<file path="config.mk">
export PLATFORM = sky130hd
export DESIGN_NAME = jc2_ctrl
export DESIGN_NICKNAME = d
export VERILOG_FILES = /design/src/rtl/jc2_pkg.sv /design/src/rtl/jc2_btn_sync.sv /design/src/rtl/jc2_ctrl.sv
export SDC_FILE = /design/constraint.sdc
export NUM_CORES = 1
export LEC_CHECK = 0
export CAP_MARGIN = 20
export CORE_MARGIN = 3
export CORE_UTILIZATION = 43
export DETAILED_ROUTE_END_ITERATION = 10
export PLACE_DENSITY = 0.81
export SYNTH_ARGS = -nofsm -noshare
export SYNTH_HDL_FRONTEND = slang
export SYNTH_SLANG_ARGS = --single-unit
</file>
<file path="constraint.sdc">
create_clock -name clk -period 1.14 [get_ports clk]
set_input_delay 0.171 -clock clk [delete_from_list [all_inputs] [get_ports clk]]
set_output_delay 0.171 -clock clk [all_outputs]
set_load 0.05 [all_outputs]
</file>
<file path="src/rtl/jc2_pkg.sv">
// jc2_pkg: shared state encoding, button level and prescaler sizing for jc2_ctrl
package jc2_pkg;
   typedef enum logic [1:0] {
      IDLE  = 2'b00,
      LEFT  = 2'b01,
      RIGHT = 2'b10
   } stateT;
   localparam logic ACTIVE = 1'b0;
   function automatic int cntWidth(input int div);
      return (div <= 2) ? 1 : $clog2(div);
   endfunction
endpackage

</file>
<file path="src/rtl/jc2_btn_sync.sv">
// jc2_btn_sync: synchronises one active-low button and emits a one-cycle press per falling edge
module jc2_btn_sync
   import jc2_pkg::*;
#(
   parameter int SYNC_STAGES = 2
) (
   input  logic clk,
   input  logic rst,
   input  logic btn,
   output logic press
);
   logic [SYNC_STAGES-1:0] sync;
   logic prev;
   // shift the raw level through the synchroniser; prev remembers the last synced level
   always_ff @(posedge clk)
      if (rst) begin
         sync <= '1;
         prev <= 1'b1;
      end else begin
         sync <= {sync[SYNC_STAGES-2:0], btn};
         prev <= sync[SYNC_STAGES-1];
      end
   assign press = (prev != ACTIVE) && (sync[SYNC_STAGES-1] == ACTIVE);
endmodule

</file>
<file path="src/rtl/jc2_ctrl.sv">
// jc2_ctrl: button-driven direction FSM with step prescaler sequencing a Johnson LED register
module jc2_ctrl
   import jc2_pkg::*;
#(
   parameter int WIDTH       = 4,
   parameter int DIV         = 4,
   parameter int SYNC_STAGES = 2
) (
   input  logic             clk,
   input  logic             rst,
   input  logic             goLeft,
   input  logic             goRight,
   input  logic             stop,
   output logic [WIDTH-1:0] q,
   output logic             running,
   output logic             dir,
   output logic             step
);
   localparam int CW = cntWidth(DIV);
   logic pressLeft, pressRight, pressStop, actLeft, actRight;
   logic [CW-1:0] cnt;
   stateT state, nextState;

   jc2_btn_sync #(.SYNC_STAGES(SYNC_STAGES)) uLeft  (.clk(clk), .rst(rst), .btn(goLeft),  .press(pressLeft));
   jc2_btn_sync #(.SYNC_STAGES(SYNC_STAGES)) uRight (.clk(clk), .rst(rst), .btn(goRight), .press(pressRight));
   jc2_btn_sync #(.SYNC_STAGES(SYNC_STAGES)) uStop  (.clk(clk), .rst(rst), .btn(stop),    .press(pressStop));

   assign actLeft  = pressLeft & ~pressStop;
   assign actRight = pressRight & ~pressStop & ~pressLeft;
   assign running  = (state == LEFT) || (state == RIGHT);
   assign step     = running && (cnt == CW'(DIV - 1));

   // stop beats goLeft beats goRight; the illegal encoding falls back to IDLE
   always_comb
      nextState = pressStop ? IDLE : actLeft ? LEFT : actRight ? RIGHT : running ? state : IDLE;

   // state register
   always_ff @(posedge clk)
      if (rst) state <= IDLE;
      else     state <= nextState;

   // prescaler restarts on any direction entry, Johnson register advances on step, dir tracks entries
   always_ff @(posedge clk)
      if (rst) begin
         cnt <= '0;
         q   <= '0;
         dir <= 1'b0;
      end else begin
         cnt <= (nextState == IDLE || actLeft || actRight || step) ? '0 : cnt + 1'b1;
         if (step) q <= (state == LEFT) ? {q[WIDTH-2:0], ~q[WIDTH-1]} : {~q[0], q[WIDTH-1:1]};
         dir <= actLeft ? 1'b1 : actRight ? 1'b0 : dir;
      end
endmodule

</file>
# Yosys cells after proc, flatten, opt, wreduce, memory -nomap -nowiden
# Cells that the tools add are included.
word_totals:
  input_bits: 5
  elab_cells: 42
  output_inout_bits: 7
  ff_bits: 18
classes:
  n_reduce_logical: 11
  bitwise: 10
  n_eq_ne: 3
  n_mux: 7
  n_addsub: 1
ops:
  columns: ["operator", "n"]
  rows:
  - ["2-to-1 mux 2 bit", 4]
  - ["NOT 1 bit", 7]
  - ["equality test 2 bit (second input constant)", 2]
  - ["logical AND 1 bit", 4]
  - ["logical OR 1 bit", 4]
  - ["2-to-1 mux 4 bit", 1]
  - ["AND 1 bit", 3]
  - ["adder 2 x 1 -> 2 bit (second input constant)", 1]
  - ["equality test 2 x 1 -> 1 bit (second input constant)", 1]
  - ["zero test 2 bit", 1]
  - ["2-to-1 mux 1 bit", 2]
  - ["nonzero test 2 bit", 1]
  - ["OR reduction 2 bit", 1]

# Longest topological paths before layout
# Gate-level depths: netlist (run 1).
logic_depth:
  depth_word: 13
  depth_mapped: 6
  depth_no_buf: 6

# Hierarchy
# Synthesis (run 1) repeated with hierarchy kept, for this count alone.
hier_totals:
  hier_cells: 64
  hier_area_um2: 673.1
by_module_without_submodules:
  columns: ["module", "seq_area_each_um2", "area_per_inst_um2", "cells_each", "instances"]
  rows:
  - ["jc2_ctrl", 180.2, 417.9, 43, 1]
  - ["jc2_btn_sync", 60.1, 85.1, 7, 3]

# Worst setup path before layout (run 1)
# Ideal clock, no wire load.
synth_path:
  path_type: "register -> register"
  startpoint: "reg state[0]"
  endpoint: "reg q[0]"
  path_stages_with_launch: 7
  setup_time_ns: 0.070
  n_path_buf: 0
  path_slack_ns: -0.455
  required_time_ns: 1.070
  synth_period_minus_slack_ns: 1.595
  t_arrival_ns: 1.525
  cell_sequence: "dfxtp_1 > inv_1 > ha_1 > nand2b_1 > inv_1 > o211ai_1 > a21oi_1"
synth_via:
  elab_chain_cells: 3
  elab_cells_between_ends: 5
  cone_classes: "2 x eq/ne; 1 x mux; 2 x reduce/logical"
synth_lines:
  columns: ["item", "line", "text"]
  rows:
  - ["start, declared", "jc2_ctrl.sv:22", "stateT state, nextState;"]
  - ["start signal, assigned", "jc2_ctrl.sv:40", "else state <= nextState;"]
  - ["equality test 2 x 1 -> 1 bit or equality test 2 bit (tied branches)", "jc2_ctrl.sv:30", "assign running = (state == LEFT) || (state == RIGHT);"]
  - ["logical OR 1 bit (*)", "jc2_ctrl.sv:30", null]
  - ["logical AND 1 bit (*)", "jc2_ctrl.sv:31", "assign step = running && (cnt == CW'(DIV - 1));"]
  - ["named net step", "jc2_ctrl.sv:17", "output logic step"]
  - ["end signal, assigned", "jc2_ctrl.sv:50", "if (step) q <= (state == LEFT) ? {q[WIDTH-2:0], ~q[WIDTH-1]} : {~q[0], q[WIDTH-1:1]};"]
  - ["end, declared", "jc2_ctrl.sv:14", "output logic [WIDTH-1:0] q,"]
# The timed path passes the listed nets; every way through them passes the cells marked *.
# A chain may end at the register's enable or synchronous reset.

# Worst setup path after layout (run 1)
layout_path:
  startpoint: "reg state[0]"
  endpoint: "out step"
layout_via:
  elab_chain_cells: 3
  elab_cells_between_ends: 4
  cone_classes: "2 x eq/ne; 2 x reduce/logical"
layout_lines:
  columns: ["item", "line"]
  rows:
  - ["equality test 2 x 1 -> 1 bit or equality test 2 bit (tied branches)", "jc2_ctrl.sv:30"]
  - ["logical OR 1 bit (*)", "jc2_ctrl.sv:30"]
  - ["logical AND 1 bit (*)", "jc2_ctrl.sv:31"]
  - ["end, declared", "jc2_ctrl.sv:17"]
# Mark *: on every way between the ends. The rest lies on a longest branch, timed or not.

==> flow_metrics.tcl, run 1 <==
set metrics [dict create \
    status "complete, but fails checks" \
    violations "negative setup slack" \
    synth_nets 74 \
    yosys.area_share.xor_xnor 0 \
    powerDensity_mw_per_mm2 1147 \
    syn_avg_cell_area_um2 10.12 \
    final_cell_area_mm2 0.001037 \
    netlist_area_um2 668.1 \
    tns_ns -2.218 \
    drt_pass1_iterations 4 \
    p_sw_uw 267.4 \
    synth_seq_cells 18 \
    finClkSkew_ns 0.01810 \
    placementRows 13 \
    clk_pin_slew_ns 0.11 \
    clkLatencyLatePin_ns 0.30 \
    power.leakage_uw 0.0003991 \
    grt_max_degree 16 \
    vias 514 \
    arrival_ns 1.36 \
    wire_per_inst_um 12.25 \
    numCtsBuffers 3 \
    viasPerCell 4.942 \
    pin_count 12 \
    fin_crit_ns 1.536 \
    rr_worst_depth 7 \
    worst_slew_pin_slew_ns 0.2340 \
    synth_ff_type "dfxtp_1" \
    start_util 0.4833 \
    layout_commonest_cell "dfxtp_1" \
    hp-class "flip-flop to flip-flop" \
    synthArstFlopShare 0 \
    dpl_worst_slack_ns -0.2326 \
    drc 0 \
    drtAntennaViolNets 0 \
    finalNonFillerCells 104 \
    start_kind "flip-flop" \
    peakVddDrop_uv 1216 \
    synth_compound_area_frac 0.08240 \
    hpwl_um 832.4 \
    place.gp.congestion 0.6626 \
    crit_start "state[0]" \
    syn-instance-count 66 \
    clockRootBuffer "clkbuf_4" \
    slew-limit-headroom 0.8395 \
    die-area_mm2 0.002063 \
    track_usage 0.1611 \
    synthSimpleGateAreaFrac 0.2509 \
    worst_ep_required_time_ns 0.97 \
    synth_edf_count 0 \
    final_cell_mix "dfxtp_1, or2_2, buf_4, buf_12" \
    port_buffers 11 \
    antenna_found_initial 0 \
    grt_pass1_wl_um 2277 \
    fin_nets 98 \
    fp.dieH_um 45.42 \
    power.internal_uw 922.4 \
    r2r_slack_ns -0.32 \
    clock-sinks 18 \
    r2r_start "state[0]" \
    grt-ovfl-total 0 \
    setup_violations 8 \
    totalWireLength_um 1274 \
    die_x_um 45.42 \
    drive_gt1_frac 0.5393 \
    end_kind "output pin" \
    core_area_mm2 0.001383 \
    clk_path_buf_depth 2 \
    syn2layout_area_growth_pct 55.24 \
    rsz0062_at_grt "true" \
    drt_iter0_drc 4 \
    maxCapViolations 0 \
    fmax_mhz 651.1 \
    hold_buffers 0 \
    grt_pass1_vias 509 \
    period_share 1.347 \
    ys_types 20 \
    yosysWarningCount 0 \
    synth_top_family_by_area "simple AND/OR/NAND/NOR gates" \
    synthAdderAreaFrac 0.05618 \
    cp-endpoint "step" \
    clkPwrFrac 0.330 \
    p_seq_frac 0.551 \
    placedCellCount 95 \
    comb_power_share 0.119 \
    finalHoldViolCount 0 \
    ctsHtreeMaxLevel 1 \
    cts_tree "yes" \
    setup_slack_ns -0.3958 \
    critPathKind "flip-flop to output pin" \
    placed_cell_area_um2 908.4 \
    utilization 0.7502 \
    crit_fanout 2 \
    muxShareOfSynthArea 0.02996 \
    diodes 0 \
    seq_area_frac_synth 0.5393 \
    rr_endpoint "q[1]" \
    slew_viol_final 0 \
    swShare 0.2248 \
]
[what timing repair did]
action | CTS | global route
setup buffers | 4 | 3
endpoints found under the setup margin | 8 | 10
cloned | 0 | 0
gates resized for setup | 10 | 7
pin swaps | 2 | 2
hold endpoints to repair | 0 | 0
[area by class of cell]
cell class                      count  area (µm²)
Multi-Input combinational cell     41       330.3
Inverter                            5       25.02
Timing Repair Buffer               21       262.8
Sequential cell                    18       364.1
Tap cell                           15       18.77
Clock buffer                        4       36.28
Fill cell                          87       345.3
[critical path, cell delays in order (launching register included)]
cell        delay, ns
dfxtp_2          0.35
inv_2            0.05
ha_4             0.25
nand2b_4         0.13
clkinvlp_4       0.11
buf_12           0.16
[state kept, by name, indices dropped and copies added (netlist names), 2 cells and up]
name and flops:
cnt 2, q 4, uRight.sync 2, uLeft.sync 2, state 2, uStop.sync 2
[stage by stage]
stage / hold slack [ns] / total power (µW)
global route: 0.4269 / 1247
detailed placement: 0.3979 / 793.6
floorplan: 0.2748 / 734.6
CTS: 0.4122 / 1203
finish: 0.3994 / 1190
global placement: 0.3925 / 789.8
[logic make-up (layout without fill, tap and decap cells)]
group                    count (synthesis)  in the layout
multiplexers                             2              2
AND/OR/NAND/NOR                         27             27
adder cells (fa/ha/maj)                  3              3
flip-flops                              18             18
buffers and inverters                    7             30
AO/OA/AOI/OAI                            9              9
[per-layer routing]
metal	part of all wire	up-vias	wire length [µm]	GRT usage
li1	-	263	-	-
met1	0.44	241	562	0.2000
met2	0.51	10	649	0.2479
met3	0.049	0	62	0.08300
met4	0	0	0	0.03509
met5	0	-	0	0
[power groups by stage]
stage / clock (µW) / combinational, µW / sequential, µW
2_1_floorplan: 0 / 60.9 / 674
3_3_place_gp: 0 / 121 / 669
3_5_place_dp: 0 / 124 / 670
4_1_cts: 405 / 141 / 656
5_1_grt: 434 / 155 / 658
6_report: 392 / 141 / 656
[how the worst min path moves through the flow]
stage / slack, ns / depth (start not counted) / endpoint / from
after CTS: 0.41 / 1 / uRight.sync[1] / uRight.sync[0]
after global routing: 0.43 / 1 / uRight.sync[1] / uRight.sync[0]
after detailed placement: 0.40 / 1 / uRight.sync[1] / uRight.sync[0]
after floorplan: 0.27 / 1 / uLeft.sync[0] / goLeft
after global placement: 0.39 / 1 / uRight.sync[1] / uRight.sync[0]
final: 0.40 / 1 / uRight.sync[1] / uRight.sync[0]
[Yosys cell counts (all sizes together) (2+ instances only)]
master	count	area, µm²
a211oi	3	22.52
a21oi	4	20.02
or2	9	56.30
nor3	2	10.01
nor2	5	18.77
inv	5	18.77
nand2	3	11.26
nand2b	2	12.51
nor2b	2	12.51
dfxtp	18	360.4
ha	3	37.54
mux2i	2	20.02
Note: power is estimated with default switching activity, not from simulation.
==> run 2, diff against run 1 <==
--- a/config.mk
+++ b/config.mk
@@ -8,6 +8,7 @@
 export CAP_MARGIN = 20
 export CORE_MARGIN = 3
 export CORE_UTILIZATION = 43
+export CTS_BUF_LIST = sky130_fd_sc_hd__clkbuf_4 sky130_fd_sc_hd__clkbuf_8 sky130_fd_sc_hd__clkbuf_16
 export DETAILED_ROUTE_END_ITERATION = 10
 export PLACE_DENSITY = 0.81
 export SYNTH_ARGS = -nofsm -noshare
==> results of run 2 <==
Same layout as run 1: the final DEF is identical, and so are final timing and power.
==> run 3, diff against run 2 <==
--- a/config.mk
+++ b/config.mk
@@ -13,4 +13,5 @@
 export PLACE_DENSITY = 0.81
 export SYNTH_ARGS = -nofsm -noshare
 export SYNTH_HDL_FRONTEND = slang
+export SYNTH_HIERARCHICAL = 1
 export SYNTH_SLANG_ARGS = --single-unit
==> run 3 against run 2 <==
  * The run still ends with negative setup slack left
  * Clock skew down 0.016 ns
  * Final cell count down 7.7%
  * Via count down 8.9%
  * Sequential share of layout area up 3.4 points
  * Combinational power down 17%
  * Count of clock-buffer cells in the layout down 1
  * First-iteration DRC count up 130%
  * Clock power down 25%
==> flow_metrics.tcl, run 3 <==
set metrics [dict create \
    place.gp.congestion 0.6652 \
    hold_buffers 0 \
    placed_cell_area_um2 898.4 \
    peakVddDrop_uv 694.7 \
    status "complete, but fails checks" \
    setup_slack_ns -0.2065 \
    fin_nets 91 \
    drt_pass1_iterations 4 \
    hpwl_um 843.6 \
    ctsHtreeMaxLevel 1 \
    end_kind "output pin" \
    slew-limit-headroom 0.7829 \
    synth.most_common_cell "dfxtp_1" \
    synth_edf_count 0 \
    seq_area_frac_synth 0.5353 \
    wire_per_inst_um 11.45 \
    period_share 1.181 \
    vias 468 \
    drive_gt1_frac 0.2840 \
    setup_violations 8 \
    cts_tree "yes" \
    grt_pass1_vias 434 \
    critPathKind "flip-flop to output pin" \
    synthArstFlopShare 0 \
    synth_seq_cells 18 \
    viasPerCell 4.875 \
    finalNonFillerCells 96 \
    layout_commonest_cell "dfxtp_1" \
    synth_top_cell_by_area "dfxtp_1" \
    placementRows 13 \
    largest_reg_flops 4 \
    core_area_mm2 0.001383 \
    ff_latch_area_um2 362.8 \
    syn_avg_cell_area_um2 10.52 \
    diodes 0 \
    die_x_um 45.57 \
    synth_nets 72 \
    hp-class "flip-flop to flip-flop" \
    violations "negative setup slack" \
    ys_types 21 \
    antenna_found_initial 0 \
    track_usage 0.1301 \
    power.leakage_uw 0.0003488 \
    clk_pin_slew_ns 0.09 \
    maxCapViolations 0 \
    start_kind "flip-flop" \
    drt_iter0_drc 9 \
    synth_ff_type "dfxtp_1" \
    die-area_mm2 0.002076 \
    clk_path_buf_depth 2 \
    largest_register "q" \
    arrival_ns 1.18 \
    finClkSkew_ns 0.001636 \
    worst_slew_pin_slew_ns 0.3256 \
    synth_top_area_share 0.5353 \
    powerDensity_mw_per_mm2 1133 \
    fin_crit_ns 1.347 \
    yosysWarningCount 6 \
    clockRootBuffer "clkbuf_4" \
    grt_max_degree 10 \
    synth_area_leaders "dfxtp_1, or2_1, ha_1" \
    ys_top_cells_by_count "dfxtp_1, or2_1, nor2_1" \
    syn-instance-count 64 \
    fmax_mhz 742.7 \
    numCtsBuffers 3 \
    totalWireLength_um 1099 \
    pin_count 12 \
    rsz0062_at_grt "true" \
    dpl_worst_slack_ns -0.1080 \
    crit_fanout 2 \
    multiInputGateArea_um2 306.5 \
    fp.dieH_um 45.57 \
    drc 0 \
    syn2layout_area_growth_pct 40.15 \
    placedCellCount 92 \
    fill_cells 105 \
    port_buffers 11 \
    worst_ep_required_time_ns 0.97 \
    grt_pass1_wl_um 1938 \
    drtAntennaViolNets 0 \
    final_cell_area_um2 943.4 \
    final_cell_mix "dfxtp_1, or2_1, buf_12, nor2_1, buf_4" \
    start_util 0.4869 \
    grt-ovfl-total 0 \
    finalHoldViolCount 0 \
    netlist_area_um2 673.1 \
    clkLatencyLatePin_ns 0.28 \
    clock-sinks 18 \
    utilization 0.6824 \
    slew_viol_final 0 \
]
## run 3: changes by cell type after synthesis, sizes merged
| cell | previous run | this run |
|---|---|---|
| a21oi | 4 | 3 |
| buf | 1 | 2 |
| inv | 5 | 4 |
| o21ai | 1 | 3 |
| or2b | 1 | 0 |
| a211oi | 3 | 4 |
| o21a | 0 | 1 |
| nor2b | 2 | 4 |
| clkbuf | 1 | 0 |
| or3 | 1 | 0 |
| nand2b | 2 | 1 |
| nand2 | 3 | 1 |
| o211ai | 1 | 0 |
## run 3: critical path, stage by stage (launching register included)
cell,delay [ns]
dfxtp_2,0.34
inv_2,0.04
ha_4,0.21
nor2b_4,0.15
buf_12,0.15
## run 3: report_power, final
| group | leakage, µW | switching, µW | internal (µW) |
|---|---|---|---|
| clock | 0.0000138 | 172 | 122 |
| sequential | 0.000148 | 8.97 | 648 |
| combinational | 0.000187 | 56.1 | 61.3 |
| total | 0.000349 | 237 | 832 |
## run 3: cells by family after synthesis
family	after synthesis	share of synthesized area
buffers and inverters	6	0.05018
and+or+nand+nor	24	0.2286
adders and majority gates	3	0.05577
muxes	2	0.02974
DFF	18	0.5353
AOI/OAI and AO/OA	11	0.1004
## run 3: worst paths after layout
check / depth (start not counted) / endpoint / slack (ns) / startpoint
setup / recovery: 4 / step / -0.21 / state[0]
hold / removal: 1 / uStop/sync[1] / 0.42 / uStop/sync[0]
setup reg to reg: 6 / cnt[1] / -0.17 / state[0]
hold reg to reg: 1 / uStop/sync[1] / 0.42 / uStop/sync[0]
## run 3: layer usage
metal / track usage / share of wire / vias up
met4: 0.05263 / 0.0073 / 0
met2: 0.1755 / 0.44 / 10
met5: 0 / 0 / -
met3: 0.02372 / 0.036 / 2
li1: - / - / 249
met1: 0.1990 / 0.51 / 207
## run 3: through the flow
step	hold slack (ns)	setup TNS (ns)	total power [µW]
finish	0.4180	-1.030	1069
floorplan	0.2401	0	729.7
global route	0.4298	-1.717	1113
global placement	0.3912	-0.1690	783.4
detailed placement	0.3926	-0.5821	787.2
CTS	0.4149	-1.183	1072
## run 3: layout make-up
cell class                      instances  area share
Inverter                                4     0.01592
Timing Repair Buffer                   16      0.2308
Sequential cell                        18      0.3846
Multi-Input combinational cell         40      0.3249
Clock buffer                            3     0.02387
Tap cell                               15     0.01989
## run 3: timing repair
action	4_1_cts	5_1_grt
gates cloned	0	0
buffers inserted	1	0
endpoints found under the setup margin	8	9
gates resized for setup	0	2
